$ cat src/rtl/hub75_scan_ctrl_if.sv
// rtl/hub75_scan_ctrl_if.sv - framebuffer read port and HUB75 panel pins of the scan controller
//   bram_r_en/bram_r_addr/bram_r_data : framebuffer BRAM read port
//   hub_clk/hub_rgb/hub_lat/hub_oe_n/hub_addr : HUB75 panel pins
//   master modport = scan controller side, slave modport = BRAM/panel side
interface hub75_scan_ctrl_if #(
    parameter int DATA_WIDTH = 6,
    parameter int ADDR_WIDTH = 9,
    parameter int ROW_WIDTH  = 4
);
    logic                  bram_r_en;
    logic [ADDR_WIDTH-1:0] bram_r_addr;
    logic [DATA_WIDTH-1:0] bram_r_data;
    logic                  hub_clk;
    logic [DATA_WIDTH-1:0] hub_rgb;
    logic                  hub_lat;
    logic                  hub_oe_n;
    logic [ROW_WIDTH-1:0]  hub_addr;

    modport master (
        output bram_r_en, bram_r_addr,
        input  bram_r_data,
        output hub_clk, hub_rgb, hub_lat, hub_oe_n, hub_addr
    );

    modport slave (
        input  bram_r_en, bram_r_addr,
        output bram_r_data,
        input  hub_clk, hub_rgb, hub_lat, hub_oe_n, hub_addr
    );
endinterface

$ cat src/rtl/hub75_scan_ctrl.sv
// rtl/hub75_scan_ctrl.sv - HUB75 row scan sequencer fed from the framebuffer BRAM read port
//   clk, rst_n   : clock, asynchronous active-low reset
//   enable       : run scan, sampled in IDLE and at the end of each row's display
//   busy         : high in every state but IDLE
//   frame_done   : one-cycle pulse on the last display cycle of the last row
//   bus (master) : BRAM read port and HUB75 pins
// The BRAM read for a column is issued one state ahead of the state that consumes
// its data, so the panel pins (hub_*) and frame_done trail the FSM state by one
// clock; bram_r_en/bram_r_addr/busy are aligned with the state itself.
module hub75_scan_ctrl #(
    parameter int PANEL_WIDTH  = 32,
    parameter int SCAN_ROWS    = 16,
    parameter int DATA_WIDTH   = 6,
    parameter int ADDR_WIDTH   = $clog2(PANEL_WIDTH * SCAN_ROWS),
    parameter int ON_CYCLES    = 64,
    parameter int BLANK_CYCLES = 2
) (
    input  logic              clk,
    input  logic              rst_n,
    input  logic              enable,
    output logic              busy,
    output logic              frame_done,
    hub75_scan_ctrl_if.master bus
);
    localparam int ROW_WIDTH = (SCAN_ROWS > 1) ? $clog2(SCAN_ROWS) : 1;
    localparam int COL_WIDTH = (PANEL_WIDTH > 1) ? $clog2(PANEL_WIDTH) : 1;
    localparam int CNT_MAX   = (ON_CYCLES > BLANK_CYCLES) ? ON_CYCLES : BLANK_CYCLES;
    localparam int CNT_WIDTH = $clog2(CNT_MAX + 1);

    localparam logic [COL_WIDTH-1:0]  LAST_COL   = COL_WIDTH'(PANEL_WIDTH - 1);
    localparam logic [ROW_WIDTH-1:0]  LAST_ROW   = ROW_WIDTH'(SCAN_ROWS - 1);
    localparam logic [CNT_WIDTH-1:0]  LAST_BLANK = CNT_WIDTH'(BLANK_CYCLES - 1);
    localparam logic [CNT_WIDTH-1:0]  LAST_ON    = CNT_WIDTH'(ON_CYCLES - 1);
    localparam logic [ADDR_WIDTH-1:0] ROW_STRIDE = ADDR_WIDTH'(PANEL_WIDTH);

    typedef enum logic [2:0] {
        IDLE,
        PREFETCH,
        SHIFT_LO,
        SHIFT_HI,
        BLANK,
        LATCH,
        DISPLAY
    } state_t;

    state_t               state;
    logic [ROW_WIDTH-1:0] row;
    logic [ROW_WIDTH-1:0] row_next;
    logic [COL_WIDTH-1:0] col;
    logic [CNT_WIDTH-1:0] cnt;

    assign row_next = (row == LAST_ROW) ? '0 : row + 1'b1;

    always_ff @(posedge clk or negedge rst_n) begin
        if (!rst_n) begin
            state           <= IDLE;
            row             <= '0;
            col             <= '0;
            cnt             <= '0;
            busy            <= 1'b0;
            frame_done      <= 1'b0;
            bus.bram_r_en   <= 1'b0;
            bus.bram_r_addr <= '0;
            bus.hub_clk     <= 1'b0;
            bus.hub_rgb     <= '0;
            bus.hub_lat     <= 1'b0;
            bus.hub_oe_n    <= 1'b1;
            bus.hub_addr    <= '0;
        end else begin
            bus.bram_r_en <= 1'b0;
            bus.hub_lat   <= 1'b0;
            frame_done    <= 1'b0;
            case (state)
                IDLE: begin
                    bus.hub_clk  <= 1'b0;
                    bus.hub_oe_n <= 1'b1;
                    if (enable) begin
                        state           <= PREFETCH;
                        busy            <= 1'b1;
                        col             <= '0;
                        bus.bram_r_en   <= 1'b1;
                        bus.bram_r_addr <= ADDR_WIDTH'(row) * ROW_STRIDE;
                    end
                end
                PREFETCH: begin
                    bus.hub_clk  <= 1'b0;
                    bus.hub_oe_n <= 1'b1;
                    state        <= SHIFT_LO;
                end
                SHIFT_LO: begin
                    // Read data for this column is on bram_r_data now; the next
                    // column's read goes out during SHIFT_HI so it lands in time.
                    bus.hub_rgb  <= bus.bram_r_data;
                    bus.hub_clk  <= 1'b0;
                    bus.hub_oe_n <= 1'b1;
                    state        <= SHIFT_HI;
                    if (col != LAST_COL) begin
                        bus.bram_r_en   <= 1'b1;
                        bus.bram_r_addr <= bus.bram_r_addr + 1'b1;
                    end
                end
                SHIFT_HI: begin
                    bus.hub_clk <= 1'b1;
                    if (col == LAST_COL) begin
                        state <= BLANK;
                        cnt   <= '0;
                    end else begin
                        col   <= col + 1'b1;
                        state <= SHIFT_LO;
                    end
                end
                BLANK: begin
                    bus.hub_clk  <= 1'b0;
                    bus.hub_oe_n <= 1'b1;
                    bus.hub_addr <= row;
                    if (cnt == LAST_BLANK) begin
                        state <= LATCH;
                    end else begin
                        cnt <= cnt + 1'b1;
                    end
                end
                LATCH: begin
                    bus.hub_lat  <= 1'b1;
                    bus.hub_clk  <= 1'b0;
                    bus.hub_oe_n <= 1'b1;
                    state        <= DISPLAY;
                    cnt          <= '0;
                end
                DISPLAY: begin
                    bus.hub_oe_n <= 1'b0;
                    if (cnt == LAST_ON) begin
                        frame_done <= (row == LAST_ROW);
                        row        <= row_next;
                        col        <= '0;
                        if (enable) begin
                            state           <= PREFETCH;
                            bus.bram_r_en   <= 1'b1;
                            bus.bram_r_addr <= ADDR_WIDTH'(row_next) * ROW_STRIDE;
                        end else begin
                            state <= IDLE;
                            busy  <= 1'b0;
                        end
                    end else begin
                        cnt <= cnt + 1'b1;
                    end
                end
                default: begin
                    state        <= IDLE;
                    busy         <= 1'b0;
                    bus.hub_oe_n <= 1'b1;
                end
            endcase
        end
    end
endmodule

$ cat src/flat_wrapper.sv
// flat-port wrapper written by rule: the top's interface ports become plain ports
module hub75_scan_ctrl_flat 
#(
    parameter int PANEL_WIDTH  = 32,
    parameter int SCAN_ROWS    = 16,
    parameter int DATA_WIDTH   = 6,
    parameter int ADDR_WIDTH   = $clog2(PANEL_WIDTH * SCAN_ROWS),
    parameter int ON_CYCLES    = 64,
    parameter int BLANK_CYCLES = 2
)
  (clk, rst_n, enable, busy, frame_done, bus_bram_r_en, bus_bram_r_addr, bus_bram_r_data, bus_hub_clk, bus_hub_rgb, bus_hub_lat, bus_hub_oe_n, bus_hub_addr);
  hub75_scan_ctrl_if #(.DATA_WIDTH(DATA_WIDTH), .ADDR_WIDTH(ADDR_WIDTH), .ROW_WIDTH(4)) bus_i ();
  input  logic clk;
  input  logic rst_n;
  input  logic enable;
  output logic busy;
  output logic frame_done;
  output wire logic [$bits(bus_i.bram_r_en)-1:0] bus_bram_r_en;
  output wire logic [$bits(bus_i.bram_r_addr)-1:0] bus_bram_r_addr;
  input wire logic [$bits(bus_i.bram_r_data)-1:0] bus_bram_r_data;
  output wire logic [$bits(bus_i.hub_clk)-1:0] bus_hub_clk;
  output wire logic [$bits(bus_i.hub_rgb)-1:0] bus_hub_rgb;
  output wire logic [$bits(bus_i.hub_lat)-1:0] bus_hub_lat;
  output wire logic [$bits(bus_i.hub_oe_n)-1:0] bus_hub_oe_n;
  output wire logic [$bits(bus_i.hub_addr)-1:0] bus_hub_addr;
  assign bus_bram_r_en = bus_i.bram_r_en;
  assign bus_bram_r_addr = bus_i.bram_r_addr;
  assign bus_i.bram_r_data = bus_bram_r_data;
  assign bus_hub_clk = bus_i.hub_clk;
  assign bus_hub_rgb = bus_i.hub_rgb;
  assign bus_hub_lat = bus_i.hub_lat;
  assign bus_hub_oe_n = bus_i.hub_oe_n;
  assign bus_hub_addr = bus_i.hub_addr;
  hub75_scan_ctrl #(.PANEL_WIDTH(PANEL_WIDTH), .SCAN_ROWS(SCAN_ROWS), .DATA_WIDTH(DATA_WIDTH), .ADDR_WIDTH(ADDR_WIDTH), .ON_CYCLES(ON_CYCLES), .BLANK_CYCLES(BLANK_CYCLES)) u_core (.clk(clk), .rst_n(rst_n), .enable(enable), .busy(busy), .frame_done(frame_done), .bus(bus_i));
endmodule
$ cat config.mk
export PLATFORM = sky130hd
export DESIGN_NAME = hub75_scan_ctrl_flat
export DESIGN_NICKNAME = d
export VERILOG_FILES = /design/src/rtl/hub75_scan_ctrl_if.sv /design/src/rtl/hub75_scan_ctrl.sv /design/src/flat_wrapper.sv
export SDC_FILE = /design/constraint.sdc
export NUM_CORES = 1
export LEC_CHECK = 0
export ABC_AREA = 1
export ABC_CLOCK_PERIOD_IN_PS = 1870
export CAP_MARGIN = 25
export CORE_MARGIN = 1.5
export CORE_UTILIZATION = 38
export CTS_BUF_LIST = sky130_fd_sc_hd__clkbuf_16
export DETAILED_ROUTE_END_ITERATION = 8
export GPL_ROUTABILITY_DRIVEN = 0
export PLACE_DENSITY = 0.63
export SYNTH_ARGS = -nofsm -noshare
export SYNTH_HDL_FRONTEND = slang
export SYNTH_SLANG_ARGS = --single-unit
$ cat constraint.sdc
create_clock -name clk -period 1.87 [get_ports clk]
set_clock_uncertainty 0.2 [all_clocks]
set_input_delay 0.4675 -clock clk [delete_from_list [all_inputs] [get_ports clk]]
set_output_delay 0.4675 -clock clk [all_outputs]
set_load 0.05 [all_outputs]
==> results of run 1 <==
[per-layer routing]
layer / vias up / share of wire (%) / track usage [%]
li1: 1121 / - / -
met5: - / 0 / 0
met4: 0 / 1.2 / 5.00
met3: 6 / 2.4 / 2.39
met1: 994 / 49 / 22.0
met2: 32 / 48 / 26.5
[Yosys cell counts (all sizes together)]
master  instances  area share (%)
o211ai          1            0.31
dfstp           1             1.1
o21ai          26             5.5
nand2         123              20
nor3            2            0.41
nor3b           1            0.31
buf             3            0.87
nand3          29             6.5
a21oi           1            0.20
o22ai           1            0.26
ha              7             3.6
xor2            8             2.9
nor2           32             7.4
o21bai          2            0.61
a31oi           1            0.26
nand4           3            0.77
inv            28             4.3
nand3b          1            0.31
dfrtp          43              44
or2             1            0.26
[stage by stage]
| stage | hold slack, ns | power [mW] | setup TNS [ns] | area (µm²) | instances |
|---|---|---|---|---|---|
| 6_report | 0.325 | 4.42 | 0 | 3490 | 447 |
| 5_1_grt | 0.358 | 4.68 | -0.397 | 3490 | 447 |
| 4_1_cts | 0.337 | 4.39 | 0 | 3410 | 445 |
| 3_5_place_dp | 0.227 | 3.39 | -0.624 | 3230 | 436 |
| 3_3_place_gp | 0.228 | 3.37 | -0.108 | 3230 | 436 |
| 2_1_floorplan | -0.0281 | 2.49 | 0 | 2450 | 314 |
[flip-flops by register name, summed over array words and instances (netlist names)]
register / count
u_core.bus.bram_r_addr: 9
u_core.cnt: 7
u_core.bus.hub_rgb: 6
u_core.col: 5
u_core.bus.hub_addr: 4
u_core.row: 4
u_core.state: 3
u_core.bus.bram_r_en: 1
u_core.bus.hub_clk: 1
u_core.bus.hub_lat: 1
u_core.bus.hub_oe_n: 1
u_core.busy: 1
u_core.frame_done: 1
[cells by family after synthesis]
family          count (synthesis)  synth area share, %
fa+ha+maj                       7                 3.57
compound gates                 32                 7.10
simple gates                  192                 36.3
xor+xnor                        8                 2.86
buf+inv                        31                 5.16
flops                          44                 45.0
[worst max-delay path by stage]
stage | start | endpoint | cells past startpoint
final | u_core.col[1]$_DFFE_PN0P_ | u_core.cnt[2]$_DFFE_PN0P_ | 10
after global routing | u_core.col[0]$_DFFE_PN0P_ | u_core.cnt[2]$_DFFE_PN0P_ | 10
after CTS | u_core.col[0]$_DFFE_PN0P_ | u_core.cnt[2]$_DFFE_PN0P_ | 10
after detailed placement | enable | u_core.col[4]$_DFFE_PN0P_ | 7
after global placement | enable | u_core.col[4]$_DFFE_PN0P_ | 7
after floorplan | u_core.bus.bram_r_addr[0]$_DFFE_PN0P_ | u_core.bus.bram_r_addr[6]$_DFFE_PN0P_ | 8
[area by class of cell]
type,count,area [µm²]
Inverter,28,105
Fill cell,566,2790
Tap cell,77,96.3
Timing Repair Buffer,50,718
Multi-Input combinational cell,240,1300
Clock buffer,5,125
Clock inverter,3,38.8
Sequential cell,44,1100
[timing repair]
item,in CTS,in global routing
resized for setup,2,21
buffers inserted,0,1
endpoints found under the hold margin,15,0
gates cloned,0,1
pin swaps,1,13
hold buffers,1,0
endpoints found under the setup margin,7,22
[power by group]
group	leakage [nW]	internal [mW]	switching [mW]	total [mW]
Combinational	1.04	0.870	1.23	2.10
Clock	0.0850	0.623	0.357	0.980
Sequential	0.586	1.15	0.195	1.34
Total	1.71	2.64	1.78	4.42
[worst max-delay path, cell delays in order (launching register included)]
cell	delay (ns)
dfrtp_1	0.35
ha_2	0.20
nand2_2	0.08
nor2_4	0.14
ha_2	0.20
inv_2	0.05
o21ai_4	0.15
nand2_2	0.08
nor2_4	0.19
nand3_2	0.09
nand2_1	0.07
==> flow_summary.yaml, run 1 <==
status:
  status: "finished, final reports clean"
clocking:
  cts_tree: "built"
  numClockSinks: 44
  cts_buffers: 5
  insertion_delay_ns: 0.28
  cts_root_buf: "clkbuf_16"
  clk_pin_slew_worst_paths_ns: 0.06
  cts_htree_levels: 2
  clk_path_buf_depth: 2
drt:
  routed_wl_um: 5260
  vias: 2153
  wl_per_cell_um: 11.8
  dr.first_iter.drc_count: 137
  dr.pass1.iters: 4
  postRouteAntennaNets: 0
  viasPerCell: 4.82
  drcViolationCount: 0
global_routing:
  antenna_found_initial: 0
  grt_pass1_vias: 2010
  grt_overflow: 0
  grt_max_degree: 29
  grt_pass1_wl_um: 9230
  grtUsageTotal_pct: 16.1
sta:
  rsz0062_at_grt: "true"
  fmax_mhz: 543
  fin_crit_sh_pct: 98.5
  setup_viol: 0
  period_needed_ns: 1.84
  setup_slack_ns: 0.0286
  drv_slew: 0
  max-slew-margin-rel_pct: 72.6
  hold_viol: 0
  tightestPinTransition_ns: 0.412
floorplanning:
  rows: 29
  fp.dieH_um: 83.3
  boundaryPins: 34
  die-area_um2: 6940
  die_w_um: 83.3
  initial_core_util_pct: 39.0
  coreArea_um2: 6280
worst_setup_path:
  r2r-start: "u_core.col[1]$_DFFE_PN0P_"
  cp_data_required_time_ns: 1.90
  crit_path_start_kind: "flip-flop"
  worst-path-max-fanout: 6
  r2r_slack_ns: 0.03
  r2r-end: "u_core.cnt[2]$_DFFE_PN0P_"
  path_class: "reg -> reg"
  critPathArrivalTime_ns: 1.87
  reg2regPathDepth: 10
  critical_path.endpoint_type: "flip-flop"
yosys:
  ys_seq_area_share_pct: 45.0
  yosys_warnings: 0
  ys_ff_latch: 44
  ys_types: 30
  synth_cells: 314
  syn_area_um2: 2450
  synth_fp_nets: 330
  syn_area_per_cell_um2: 7.80
placement:
  port_buffers: 33
  dpl_worst_slack_ns: -0.0487
  hpwl_um: 3790
power_and_ir_drop:
  peakVddDrop_mv: 0.864
  powerDensity_nw_per_um2: 1270
  leakage_nw: 1.71
finish:
  final_common_cell: "nand2_1"
  nets: 385
  syn2layout_area_growth_pct: 42.5
  final_cell_mix: "nand2_1, dfrtp_1, buf_12"
  num_antenna_cells: 0
  final_layout_size_suffix_gt1_share_pct: 23.8
  utilization_pct: 55.6
min_path:
  hp-class: "reg -> reg"
  hold_path_depth: 2
  min_to: "u_core.bus.hub_oe_n$_DFFE_PN1N_"
  min_from: "u_core.bus.hub_oe_n$_DFFE_PN1N_"
flow_run:
  maxCapViolCount: 0
Note: power is estimated with default switching activity, not from simulation.
==> run 2, diff against run 1 <==
--- a/config.mk
+++ b/config.mk
@@ -9,11 +9,12 @@
 export ABC_CLOCK_PERIOD_IN_PS = 1870
 export CAP_MARGIN = 25
 export CORE_MARGIN = 1.5
-export CORE_UTILIZATION = 38
+export CORE_UTILIZATION = 54
 export CTS_BUF_LIST = sky130_fd_sc_hd__clkbuf_16
 export DETAILED_ROUTE_END_ITERATION = 8
 export GPL_ROUTABILITY_DRIVEN = 0
-export PLACE_DENSITY = 0.63
+export PLACE_DENSITY = 0.83
+export SKIP_CTS_REPAIR_TIMING = 1
 export SYNTH_ARGS = -nofsm -noshare
 export SYNTH_HDL_FRONTEND = slang
 export SYNTH_SLANG_ARGS = --single-unit
==> flow_summary.yaml, run 2 (synthesis gave the netlist of run 1 again) <==
drt:
  dr.first_iter.drc_count: 180
  drcViolationCount: 0
  routed_wl_um: 6210
  dr.pass1.iters: 4
  wl_per_cell_um: 14.6
  vias: 2314
  postRouteAntennaNets: 0
  viasPerCell: 5.44
global_routing:
  grt_pass1_wl_um: 9450
  grt_pass1_vias: 2174
  grt_max_degree: 45
  grt_overflow: 0
  antenna_found_initial: 0
  grtUsageTotal_pct: 24.3
power_and_ir_drop:
  swShare_pct: 42.1
  leakage_nw: 1.72
  powerDensity_nw_per_um2: 1250
  switchingPower_mw: 1.83
  peakVddDrop_mv: 0.874
  finalPower_mw: 4.34
  power_frac_clock_pct: 19.2
  comb_power_share_pct: 49.7
  pwr-share-seq_pct: 31.1
  p_int_mw: 2.51
clocking:
  cts_tree: "built"
  numClockSinks: 44
  clk_pin_slew_worst_paths_ns: 0.06
  clk_path_buf_depth: 2
  cts_buffers: 5
  cts_htree_levels: 2
  insertion_delay_ns: 0.28
  cts_root_buf: "clkbuf_16"
sta:
  max-slew-margin-rel_pct: 78.3
  setup_viol: 7
  fin_setup_tns_ns: -0.100
  drv_slew: 0
  hold_viol: 0
  setup_slack_ns: -0.0218
  tightestPinTransition_ns: 0.326
  rsz0062_at_grt: "true"
  fmax_mhz: 529
  fin_crit_sh_pct: 101
  period_needed_ns: 1.89
worst_setup_path:
  cp_data_required_time_ns: 1.85
  path_class: "reg -> reg"
  critPathArrivalTime_ns: 1.87
  worst-path-max-fanout: 6
  crit_path_start_kind: "flip-flop"
  critical_path.endpoint_type: "flip-flop"
finish:
  multi_input_area_um2: 1330
  largest_reg_flops: 9
  reg_top3: "u_core.bus.bram_r_addr (9), u_core.cnt (7), u_core.bus.hub_rgb (6)"
  layoutNonFillerInstCount: 425
  num_antenna_cells: 0
  fillers: 258
  final_cell_mix: "nand2_1, dfrtp_1, inv_1, buf_12, nor2_1"
  syn2layout_area_growth_pct: 41.6
  nets: 388
  register_area_um2: 1100
  final_layout_size_suffix_gt1_share_pct: 24.7
  final_common_cell: "nand2_1"
  top_register: "u_core.bus.bram_r_addr"
min_path:
  hp-class: "reg -> reg"
floorplanning:
  die-area_um2: 4950
  coreArea_um2: 4350
  fp.dieH_um: 70.4
  initial_core_util_pct: 56.3
  die_w_um: 70.4
  rows: 24
  boundaryPins: 34
placement:
  placedCellCount: 408
  port_buffers: 33
  hpwl_um: 4090
status:
  status: "finished with violations"
  failed_checks: "negative setup slack"
flow_run:
  maxCapViolCount: 0
-- run 2: changes by cell type in the layout (fill, tap and decap cells not counted), sizes merged --
cell    delta
buf        +2
bufinv     -1
inv        +1
nand2      +1
-- run 2: per-stage QoR --
step / setup WS [ns] / area (µm²) / hold slack, ns / util, %
global route: -0.139 / 3470 / 0.376 / 79.7
CTS: -0.171 / 3310 / -0.0428 / 76.0
floorplan: 0.0576 / 2450 / -0.0281 / -
global placement: -0.00617 / 3170 / 0.267 / 72.8
detailed placement: -0.0942 / 3170 / 0.262 / 72.8
finish: -0.0218 / 3470 / 0.344 / 79.7
-- run 2: per-layer routing --
metal	GRT usage, %	wire length [µm]	up-vias
li1	-	-	1120
met1	29.8	2550	1088
met2	40.6	3220	89
met3	5.63	302	17
met4	10.7	147	0
met5	0	0	-
-- run 2: final cells by class --
class                           count  area share [%]
Multi-Input combinational cell    241            38.2
Sequential cell                    44            31.8
Timing Repair Buffer               52            21.1
Clock buffer                        5            3.61
Inverter                           28            3.03
Tap cell                           52            1.88
Clock inverter                      3           0.361
-- run 2: power by group through the flow --
| stage | registers [mW] | clock network (mW) | logic, mW |
|---|---|---|---|
| 6_report | 1.35 | 0.835 | 2.16 |
| 5_1_grt | 1.37 | 0.886 | 2.31 |
| 4_1_cts | 1.34 | 0.836 | 2.01 |
| 3_5_place_dp | 1.36 | 0 | 2.01 |
| 3_3_place_gp | 1.35 | 0 | 1.97 |
| 2_1_floorplan | 1.71 | 0 | 0.775 |
-- run 2: final timing paths --
path                                                   start                                    end  slack, ns  cells past startpoint
setup reg to reg                   u_core.col[1]$_DFFE_PN0P_  u_core.bus.bram_r_addr[6]$_DFFE_PN0P_      -0.02                     10
hold reg to reg            u_core.bus.hub_rgb[1]$_DFFE_PN0P_      u_core.bus.hub_rgb[1]$_DFFE_PN0P_       0.34                      2
setup / recovery                   u_core.col[1]$_DFFE_PN0P_  u_core.bus.bram_r_addr[6]$_DFFE_PN0P_      -0.02                     10
hold / removal             u_core.bus.hub_rgb[1]$_DFFE_PN0P_      u_core.bus.hub_rgb[1]$_DFFE_PN0P_       0.34                      2
max in group asynchronous                              rst_n        u_core.bus.hub_oe_n$_DFFE_PN1N_       0.69                      3
min in group asynchronous                              rst_n     u_core.bus.hub_addr[3]$_DFFE_PN0P_       0.48                      3
-- run 2: worst max-delay path, cell delays in order, from the launching register on --
cell and delay [ns]:
dfrtp_1 0.38, ha_2 0.21, nand2_2 0.07, nor2_4 0.16, buf_4 0.13, ha_2 0.19
nand2_2 0.10, nand2_4 0.15, nor2_4 0.07, nand2_1 0.08, nand2_1 0.06
==> run 3, diff against run 2 <==
--- a/config.mk
+++ b/config.mk
@@ -7,10 +7,11 @@
 export LEC_CHECK = 0
 export ABC_AREA = 1
 export ABC_CLOCK_PERIOD_IN_PS = 1870
-export CAP_MARGIN = 25
+export CAP_MARGIN = 20
 export CORE_MARGIN = 1.5
 export CORE_UTILIZATION = 54
 export CTS_BUF_LIST = sky130_fd_sc_hd__clkbuf_16
+export CTS_CLUSTER_DIAMETER = 80
 export DETAILED_ROUTE_END_ITERATION = 8
 export GPL_ROUTABILITY_DRIVEN = 0
 export PLACE_DENSITY = 0.83
==> results of run 3 <==
Final layout, timing and power as in run 2 (identical DEF).
